--- config.mk ---
export PLATFORM = sky130hd
export DESIGN_NAME = fetch_pc_unit
export DESIGN_NICKNAME = d
export VERILOG_FILES = /design/src/rtl/fetch_pc_unit.sv
export SDC_FILE = /design/constraint.sdc
export NUM_CORES = 2
export LEC_CHECK = 0
export CORE_MARGIN = 3
export CORE_UTILIZATION = 61
export DETAILED_ROUTE_END_ITERATION = 10
export GPL_TIMING_DRIVEN = 0
export PLACE_DENSITY = 0.88
export SLEW_MARGIN = 25
export SYNTH_ARGS = -nofsm -noshare
export SYNTH_HDL_FRONTEND = slang
export SYNTH_SLANG_ARGS = --single-unit
--- constraint.sdc ---
create_clock -name clk -period 6.96 [get_ports clk]
set_input_delay 1.044 -clock clk [delete_from_list [all_inputs] [get_ports clk]]
set_output_delay 1.044 -clock clk [all_outputs]
set_load 0.01 [all_outputs]
--- src/rtl/fetch_pc_unit.sv ---
`default_nettype none
// ============================================================================
//  Module   : fetch_pc_unit
//  Brief    : Next-PC selection, PC register and checkpointed circular
//             return-address stack for the fetch front end.
//  Revision : 1.0 - initial release
// ============================================================================
module fetch_pc_unit #(
  parameter int                PC_W        = 32,
  parameter int                FETCH_WIDTH = 4,
  parameter int                INST_BYTES  = 8,
  parameter int                RAS_DEPTH   = 16,
  parameter logic [PC_W-1:0]   RESET_PC    = '0,
  localparam int               PTR_W       = $clog2(RAS_DEPTH)
) (
  input  logic                        clk,
  input  logic                        reset,
  input  logic                        stall_i,
  input  logic                        icacheMiss_i,
  input  logic                        recoverFlag_i,
  input  logic [PC_W-1:0]             recoverPC_i,
  input  logic                        exceptionFlag_i,
  input  logic [PC_W-1:0]             exceptionPC_i,
  input  logic                        flagRecoverEX_i,
  input  logic [PC_W-1:0]             targetAddrEX_i,
  input  logic                        flagRecoverID_i,
  input  logic                        flagCallID_i,
  input  logic [PC_W-1:0]             callPCID_i,
  input  logic                        flagRtrID_i,
  input  logic [PC_W-1:0]             targetAddrID_i,
  input  logic [PTR_W-1:0]            rasPtrID_i,
  input  logic [FETCH_WIDTH-1:0]      btbHit_i,
  input  logic [2*FETCH_WIDTH-1:0]    btbCtrlType_i,
  input  logic [PC_W*FETCH_WIDTH-1:0] btbTarget_i,
  input  logic [FETCH_WIDTH-1:0]      prediction_i,
  output logic [PC_W-1:0]             pc_o,
  output logic                        fetchValid_o,
  output logic                        takenValid_o,
  output logic [2:0]                  takenSlot_o,
  output logic [PC_W*FETCH_WIDTH-1:0] slotTarget_o,
  output logic [PTR_W-1:0]            rasPtr_o,
  output logic [PTR_W:0]              rasCount_o
);

  // Control-type encodings carried per slot by the BTB.
  localparam logic [1:0] c_type_ret  = 2'b00;
  localparam logic [1:0] c_type_call = 2'b01;
  localparam logic [1:0] c_type_cond = 2'b11;

  // Sequential fall-through stride and RAS occupancy ceiling.
  localparam logic [PC_W-1:0] c_bundle_bytes = PC_W'(FETCH_WIDTH * INST_BYTES);
  localparam logic [PTR_W:0]  c_ras_full     = (PTR_W+1)'(RAS_DEPTH);

  // Architectural state.
  logic [PC_W-1:0]  r_pc;
  logic [PTR_W-1:0] r_ptr;
  logic [PTR_W:0]   r_cnt;
  logic [PC_W-1:0]  r_ras [RAS_DEPTH];

  // Per-slot decode.
  logic [1:0]       w_type       [FETCH_WIDTH];
  logic [PC_W-1:0]  w_slot_target[FETCH_WIDTH];
  logic [PC_W-1:0]  w_ret_addr   [FETCH_WIDTH];
  logic [FETCH_WIDTH-1:0] w_hit;

  // Selected (first taken) slot.
  logic             w_taken_valid;
  logic [2:0]       w_taken_slot;
  logic [1:0]       w_sel_type;
  logic [PC_W-1:0]  w_sel_target;
  logic [PC_W-1:0]  w_sel_ret;

  // Redirect and next-state signals.
  logic             w_fetch_valid;
  logic             w_any_redirect;
  logic             w_pc_en;
  logic [PC_W-1:0]  w_next_pc;
  logic [PTR_W-1:0] w_ptr_nxt;
  logic [PTR_W:0]   w_cnt_nxt;
  logic [PTR_W:0]   w_cnt_inc;
  logic [PTR_W:0]   w_cnt_dec;
  logic             w_wr_en;
  logic [PTR_W-1:0] w_wr_idx;
  logic [PC_W-1:0]  w_wr_data;
  logic [PTR_W-1:0] w_id_ptr_inc;
  logic [PTR_W-1:0] w_id_ptr_dec;

  assign w_fetch_valid  = ~stall_i & ~icacheMiss_i;
  assign w_any_redirect = recoverFlag_i | exceptionFlag_i | flagRecoverEX_i | flagRecoverID_i;

  // Back-end redirects beyond ID must land even while fetch is frozen.
  assign w_pc_en = recoverFlag_i | exceptionFlag_i | flagRecoverEX_i | w_fetch_valid;

  // Saturating occupancy steps; the pointer itself always wraps.
  assign w_cnt_inc = (r_cnt == c_ras_full) ? r_cnt : r_cnt + 1'b1;
  assign w_cnt_dec = (r_cnt == '0)         ? r_cnt : r_cnt - 1'b1;

  assign w_id_ptr_inc = rasPtrID_i + 1'b1;
  assign w_id_ptr_dec = rasPtrID_i - 1'b1;

  genvar gi;
  generate
    for (gi = 0; gi < FETCH_WIDTH; gi++) begin : g_slot
      assign w_type[gi]     = btbCtrlType_i[2*gi +: 2];
      // Conditional branches need a taken prediction; other types always redirect.
      assign w_hit[gi]      = btbHit_i[gi] & (prediction_i[gi] | (w_type[gi] != c_type_cond));
      // Returns take their target from the current RAS top rather than the BTB.
      assign w_slot_target[gi] = (w_type[gi] == c_type_ret) ? r_ras[r_ptr]
                                                            : btbTarget_i[PC_W*gi +: PC_W];
      assign w_ret_addr[gi] = r_pc + PC_W'((gi + 1) * INST_BYTES);
      assign slotTarget_o[PC_W*gi +: PC_W] = w_slot_target[gi];
    end
  endgenerate

  // Priority-encode the lowest taken slot and pick its attributes.
  always_comb begin
    w_taken_valid = 1'b0;
    w_taken_slot  = 3'd0;
    w_sel_type    = 2'b00;
    w_sel_target  = '0;
    w_sel_ret     = '0;
    for (int j = FETCH_WIDTH - 1; j >= 0; j--) begin
      if (w_hit[j]) begin
        w_taken_valid = 1'b1;
        w_taken_slot  = 3'(j);
        w_sel_type    = w_type[j];
        w_sel_target  = w_slot_target[j];
        w_sel_ret     = w_ret_addr[j];
      end
    end
  end

  // Next fetch PC, highest-priority redirect first.
  always_comb begin
    if (recoverFlag_i) begin
      w_next_pc = recoverPC_i;
    end else if (exceptionFlag_i) begin
      w_next_pc = exceptionPC_i;
    end else if (flagRecoverEX_i) begin
      w_next_pc = targetAddrEX_i;
    end else if (flagRecoverID_i) begin
      w_next_pc = flagRtrID_i ? r_ras[rasPtrID_i] : targetAddrID_i;
    end else if (w_taken_valid) begin
      w_next_pc = w_sel_target;
    end else begin
      w_next_pc = r_pc + c_bundle_bytes;
    end
  end

  // Next RAS pointer, occupancy and optional entry write.
  always_comb begin
    w_ptr_nxt = r_ptr;
    w_cnt_nxt = r_cnt;
    w_wr_en   = 1'b0;
    w_wr_idx  = r_ptr + 1'b1;
    w_wr_data = w_sel_ret;
    if (recoverFlag_i || exceptionFlag_i) begin
      // Stack is emptied logically; stale entries stay in the array.
      w_ptr_nxt = '0;
      w_cnt_nxt = '0;
    end else if (flagRecoverEX_i) begin
      // Indirect repair leaves the stack exactly as it is.
      w_ptr_nxt = r_ptr;
    end else if (flagRecoverID_i) begin
      // Restore the bundle checkpoint, then replay the missed call/return.
      w_ptr_nxt = rasPtrID_i;
      if (flagCallID_i) begin
        w_wr_en   = 1'b1;
        w_wr_idx  = w_id_ptr_inc;
        w_wr_data = callPCID_i;
        w_ptr_nxt = w_id_ptr_inc;
        w_cnt_nxt = w_cnt_inc;
      end else if (flagRtrID_i) begin
        w_ptr_nxt = w_id_ptr_dec;
        w_cnt_nxt = w_cnt_dec;
      end
    end else if (w_fetch_valid && w_taken_valid) begin
      // Speculative push/pop from the first taken slot only.
      if (w_sel_type == c_type_call) begin
        w_wr_en   = 1'b1;
        w_ptr_nxt = r_ptr + 1'b1;
        w_cnt_nxt = w_cnt_inc;
      end else if (w_sel_type == c_type_ret) begin
        w_ptr_nxt = r_ptr - 1'b1;
        w_cnt_nxt = w_cnt_dec;
      end
    end
  end

  // PC register: holds on stall/miss unless a late-stage redirect arrives.
  always_ff @(posedge clk or negedge reset) begin
    if (!reset) begin
      r_pc <= RESET_PC;
    end else if (w_pc_en) begin
      r_pc <= w_next_pc;
    end
  end

  // RAS pointer, occupancy and storage.
  always_ff @(posedge clk or negedge reset) begin
    if (!reset) begin
      r_ptr <= '0;
      r_cnt <= '0;
      for (int e = 0; e < RAS_DEPTH; e++) begin
        r_ras[e] <= '0;
      end
    end else begin
      r_ptr <= w_ptr_nxt;
      r_cnt <= w_cnt_nxt;
      if (w_wr_en) begin
        r_ras[w_wr_idx] <= w_wr_data;
      end
    end
  end

  assign pc_o         = r_pc;
  assign fetchValid_o = w_fetch_valid;
  assign takenValid_o = w_taken_valid;
  assign takenSlot_o  = w_taken_slot;
  assign rasPtr_o     = r_ptr;
  assign rasCount_o   = r_cnt;

endmodule
`default_nettype wire

==> qor.tcl, run 1 <==
set qor(syn-mean-instance-area_sq_um) 9.45
set qor(gpl.final_weighted_congestion) 1.24
set qor(estimated_wirelength_of_the_detail_placed_design_mm) 157
set qor(outcome.stop_stage) {5_1_grt}
set qor(die_h_um) 247
set qor(first_pass_grt_wire_length_mm) 343
set qor(post_synth_most_frequent_cells) {sky130_fd_sc_hd__nand2_1, sky130_fd_sc_hd__dfrtp_1, sky130_fd_sc_hd__o21ai_0}
set qor(post-synth-top-area-cell) {sky130_fd_sc_hd__dfrtp_1}
set qor(synth.most_common_cell) {sky130_fd_sc_hd__nand2_1}
set qor(grt_overflow) 114
set qor(dpl_cells) 5001
set qor(synth_sequential_area_ratio) 0.392
set qor(number_of_buffers_inserted_during_clock_tree_synthesis) 55
set qor(groute.usage.overall) 0.792
set qor(cts.sinks) 553
set qor(largest_net_degree_at_the_start_of_global_routing) 93
set qor(synth_nets) 4068
set qor(grt_pass1_vias) 46400
set qor(synth_ff_type) {sky130_fd_sc_hd__dfrtp_1}
set qor(yosys_warnings) 0
set qor(synthCells) 3739
set qor(cts_hold_buf) 0
set qor(clock_root_cell) {sky130_fd_sc_hd__clkbuf_16}
set qor(ctsResizeCount) 0
set qor(initial_core_util) 0.622
set qor(run_status) {aborted with a tool error}
set qor(cts-root-to-sink-buffers) 3
set qor(boundaryPins) 492
set qor(run.stop_error) {[ERROR GRT-0116] Global routing finished with congestion. Check the congestion regions in the DRC Viewer.}
set qor(yosys-top-cells-area) {sky130_fd_sc_hd__dfrtp_1, sky130_fd_sc_hd__mux4_2, sky130_fd_sc_hd__nand2_1}
set qor(floorplan.die.width_um) 247
set qor(placement_rows) 87
set qor(synth-edff-count) 0
set qor(async_flop_share) 1.00
set qor(synth_cell_type_count) 86
set qor(synth_largest_type_area_fraction) 0.392
set qor(port_buffers) 485
set qor(synthesized_area_sq_mm) 0.0353
set qor(synth_seq_cells) 553
set qor(cts_htree_levels) 2
set qor(cts_setup_buffers) 0
==> per-layer routing <==
| metal | overflow | track usage |
|---|---|---|
| met3 | 2 | 0.678 |
| met5 | 0 | 0.318 |
| met4 | 42 | 0.765 |
| met2 | 65 | 0.934 |
| met1 | 5 | 0.796 |
==> kinds of logic after synthesis <==
family / count (synthesis) / synth area share
AOI/OAI and AO/OA: 1169 / 0.201
xor gates and xnor gates: 52 / 0.0129
adders and majority gates: 11 / 0.00390
buffers and inverters: 382 / 0.0442
DFF: 553 / 0.392
muxes: 379 / 0.206
other: 1 / 0.000106
and+or+nand+nor: 1192 / 0.140
==> per-stage QoR <==
step	setup slack, ns	cell area (sq um)	hold WS [ns]	util
after CTS	0.287	43600	0.321	0.767
after detailed placement	0.823	41500	0.489	0.731
after global placement	-19.13	41100	0.475	0.724
after floorplan	3.18	35300	0.461	-
==> run 2: changes to the inputs <==
CORE_UTILIZATION = 40   (was 61)
PLACE_DENSITY = not set   (was 0.88)
PLACE_DENSITY_LB_ADDON = 0.15   (was not set)
==> qor.tcl, run 2 <==
set qor(run_status) {complete, but fails checks}
set qor(failing_checks) {setup timing}
set qor(final_cell_mix) {sky130_fd_sc_hd__nand2_1, sky130_fd_sc_hd__dfrtp_1, sky130_fd_sc_hd__clkdlybuf4s50_1}
set qor(clock_power_share) 0.367
set qor(period_needed_ns) 7.17
set qor(ff2ff_setup_slack_ns) 1.54
set qor(routedWlPerCell_um) 41.1
set qor(async_flop_share) 1.00 ;# unchanged
set qor(tritoncts) {yes}
set qor(switch_share) 0.344
set qor(main_combinational_cell_family_by_area_after_synthesis) {multiplexers}
set qor(placement_rows) 108 ;# +24%
set qor(worst-endpoint-required_ns) 5.92
set qor(rsz_0062_raised_after_global_routing) {false}
set qor(pwrdens_mw_per_mm2) 209
set qor(antenna_found_initial) 24
set qor(syn-mean-instance-area_sq_um) 9.45 ;# unchanged
set qor(groute.usage.overall) 0.484
set qor(ctsResizeCount) 0 ;# unchanged
set qor(cts_setup_buffers) 0 ;# unchanged
set qor(synth_largest_type_area_fraction) 0.392 ;# unchanged
set qor(initial_core_util) 0.405 ;# -0.216
set qor(drv.max_cap_violation_count) 0
set qor(worst_pin_slew_ns) 1.25
set qor(synthesized_area_fraction_occupied_by_xor_and_xnor_cells) 0.0129 ;# unchanged
set qor(drt_pass1_iterations) 9
set qor(fraction_of_synthesized_area_in_multiplexers) 0.206 ;# unchanged
set qor(post_route_total_power_mw) 9.27
set qor(worstPathArrival_ns) 6.13
set qor(power_leakage_nw) 17.6
set qor(gpl.final_weighted_congestion) 1.05 ;# -15%
set qor(post_synth_most_frequent_cells) {sky130_fd_sc_hd__nand2_1, sky130_fd_sc_hd__dfrtp_1, sky130_fd_sc_hd__o21ai_0}
set qor(synthesized_area_sq_mm) 0.0353 ;# unchanged
set qor(drt_wl_total_mm) 227
set qor(synth-edff-count) 0 ;# unchanged
set qor(fin_crit_sh) 1.03
set qor(synthCells) 3739 ;# unchanged
set qor(finalNetCount) 4648
set qor(synth_seq_cells) 553 ;# unchanged
set qor(drtIter0Drc) 5595
set qor(layout.filler_cells) 8292
set qor(route.detailed.drc) 0
set qor(grt_pass1_vias) 35800
set qor(max_flop_register) {r_ras}
set qor(area_growth_pct) 25.6
set qor(synth.most_common_cell) {sky130_fd_sc_hd__nand2_1}
set qor(floorplan.die.width_um) 303 ;# +23%
set qor(skew_pair_late_insertion_delay_ns) 0.69
set qor(max-slew-margin-rel) 0.163
set qor(post_drt_via_cell_ratio) 6.86
set qor(critical_path.endpoint_type) {primary output}
set qor(post-synth-top-area-cell) {sky130_fd_sc_hd__dfrtp_1}
set qor(worst_setup_hold_path_clk_slew_ns) 0.07
set qor(synth_sequential_area_ratio) 0.392 ;# unchanged
set qor(coreArea_sq_mm) 0.0872
set qor(die_h_um) 303 ;# +23%
set qor(cts.sinks) 553 ;# unchanged
set qor(setup_slack_ns) -0.211
set qor(estimated_wirelength_of_the_detail_placed_design_mm) 173 ;# +11%
set qor(internal_power_mw) 6.08
set qor(power.net_switching_mw) 3.19
set qor(top_achievable_clock_speed_mhz) 139
set qor(synth_ff_type) {sky130_fd_sc_hd__dfrtp_1}
set qor(number_of_buffers_inserted_during_clock_tree_synthesis) 59 ;# +7.3%
set qor(fraction_of_layout_instances_using_a_drive_strength_above_1) 0.135
set qor(footprint_of_the_flip_flops_and_latches_sq_mm) 0.0138
set qor(synth_nets) 4068 ;# unchanged
set qor(timing.final.max_slew_violations) 0
set qor(yosys-top-cells-area) {sky130_fd_sc_hd__dfrtp_1, sky130_fd_sc_hd__mux4_2, sky130_fd_sc_hd__nand2_1}
set qor(hp-class) {input pin to async pin}
set qor(clock_root_cell) {sky130_fd_sc_hd__clkbuf_16}
set qor(tns_ns) -0.211
set qor(cts_hold_buf) 0 ;# unchanged
set qor(timing.critical_path.slowest_cell_delay_ns) 0.93
set qor(yosys_warnings) 0 ;# unchanged
set qor(critical-path-slowest-cell) {sky130_fd_sc_hd__o21ai_0}
set qor(grt_overflow) 0
set qor(p_seq_frac) 0.381
set qor(port_buffers) 485 ;# unchanged
set qor(boundaryPins) 492 ;# unchanged
set qor(die_area_sq_mm) 0.0919
set qor(cts-root-to-sink-buffers) 3 ;# unchanged
set qor(synth_fa_ha_area_frac) 0.00390 ;# unchanged
set qor(route.vias.total) 38000
set qor(fin_hold_viols) 0
set qor(route.antenna.remaining_nets) 0
set qor(final_setup_violation_count) 1
set qor(first_pass_grt_wire_length_mm) 304
set qor(cts_htree_levels) 2 ;# unchanged
set qor(vdd_ir_drop_max_mv) 0.224
set qor(crit_fanout) 10
set qor(multi_input_combinational_cell_area_sq_mm) 0.0201
set qor(setup.worst_path.start_class) {flop}
set qor(largest_register_ffs) 512
set qor(path_cells) {inv_2, buf_2, buf_2, clkbuf_1, nand2_1, nand3_1, o21ai_2, buf_6, o21ai_0, clkdlybuf4s50_1}
set qor(criticalPathCategory) {flop to primary output}
set qor(critical_path.most_common_cell) {sky130_fd_sc_hd__buf_2}
set qor(layout.cells.most_common) {sky130_fd_sc_hd__nand2_1}
set qor(clock-skew-final_ns) 0.0428
set qor(pwr-share-comb) 0.252
set qor(largest_net_degree_at_the_start_of_global_routing) 92
set qor(synth_cell_type_count) 86 ;# unchanged
set qor(share_of_synthesized_cell_area_in_and_or_nand_and_nor_gates) 0.140 ;# unchanged
set qor(synth_area_in_compound_gates) 0.201 ;# unchanged
==> run 2: power groups by stage <==
stage          Combinational, mW  Clock [mW]  Sequential (mW)
6_report                    2.34        3.41             3.53
3_3_place_gp                2.17           0             3.58
5_1_grt                     2.38        3.50             3.54
2_1_floorplan              0.973           0             3.52
4_1_cts                     2.24        3.38             3.52
3_5_place_dp                2.24           0             3.57
==> run 2: cell type report <==
class,count,share of cell area
clock inverters,22,0.00756
clock buffers,84,0.0383
plain buffers,356,0.0338
flip-flops and latches,553,0.312
diodes,15,0.000846
repair buffers,519,0.120
well taps,1155,0.0326
inverters,26,0.00220
multi-input cells,2804,0.453
==> run 2: per-layer routing <==
layer,track usage,part of all wire,up-vias
met5,0,0.00036,-
met2,0.720,0.43,2996
met4,0.376,0.094,12
met1,0.587,0.35,19200
met3,0.149,0.12,775
li1,-,-,15000
==> run 2: final timing paths <==
check,end,depth (start not counted),startpoint
min,rasCount_o[3]$_DFFE_PN0P_,1,reset
max,slotTarget_o[89],10,rasPtr_o[3]$_DFFE_PN0P_
max reg2reg,pc_o[21]$_DFFE_PN0P_,11,rasPtr_o[1]$_DFFE_PN0P_
min in group clk,r_ras[43]$_DFFE_PN0P_,2,r_ras[43]$_DFFE_PN0P_
max in group asynchronous,r_ras[232]$_DFFE_PN0P_,5,reset
min reg2reg,r_ras[43]$_DFFE_PN0P_,2,r_ras[43]$_DFFE_PN0P_
==> run 2: per-stage QoR <==
step	instance area (sq um)	util	instances	hold slack, ns	worst slack (ns)
6_report	44400	0.509	5534	0.269	-0.211
5_1_grt	44300	0.509	5523	0.294	0.0814
4_1_cts	44300	0.509	5519	0.276	0.168
3_5_place_dp	42300	0.485	5413	0.489	0.249
3_3_place_gp	41600	0.478	5379	0.476	-20.84
2_1_floorplan	35300	-	3739	0.461	3.18
==> run 2: critical path: cells and delay by family (launching register included) <==
family | cells | cell delay (ns)
AND/OR/NAND/NOR | 2 | 0.28
flip-flops | 1 | 0.58
AO/OA/AOI/OAI | 2 | 1.01
buffers and inverters | 6 | 3.56
==> run 2: logic make-up (layout without fill, tap and decap cells) <==
logic type	Yosys count	count (layout)
AO/OA/AOI/OAI	1169	1169
XOR/XNOR	52	52
adder cells (fa/ha/maj)	11	11
buffers and inverters	382	1007
flip-flops	553	553
multiplexers	379	379
other	1	16
AND/OR/NAND/NOR	1192	1192
Note: power is estimated with default switching activity, not from simulation.
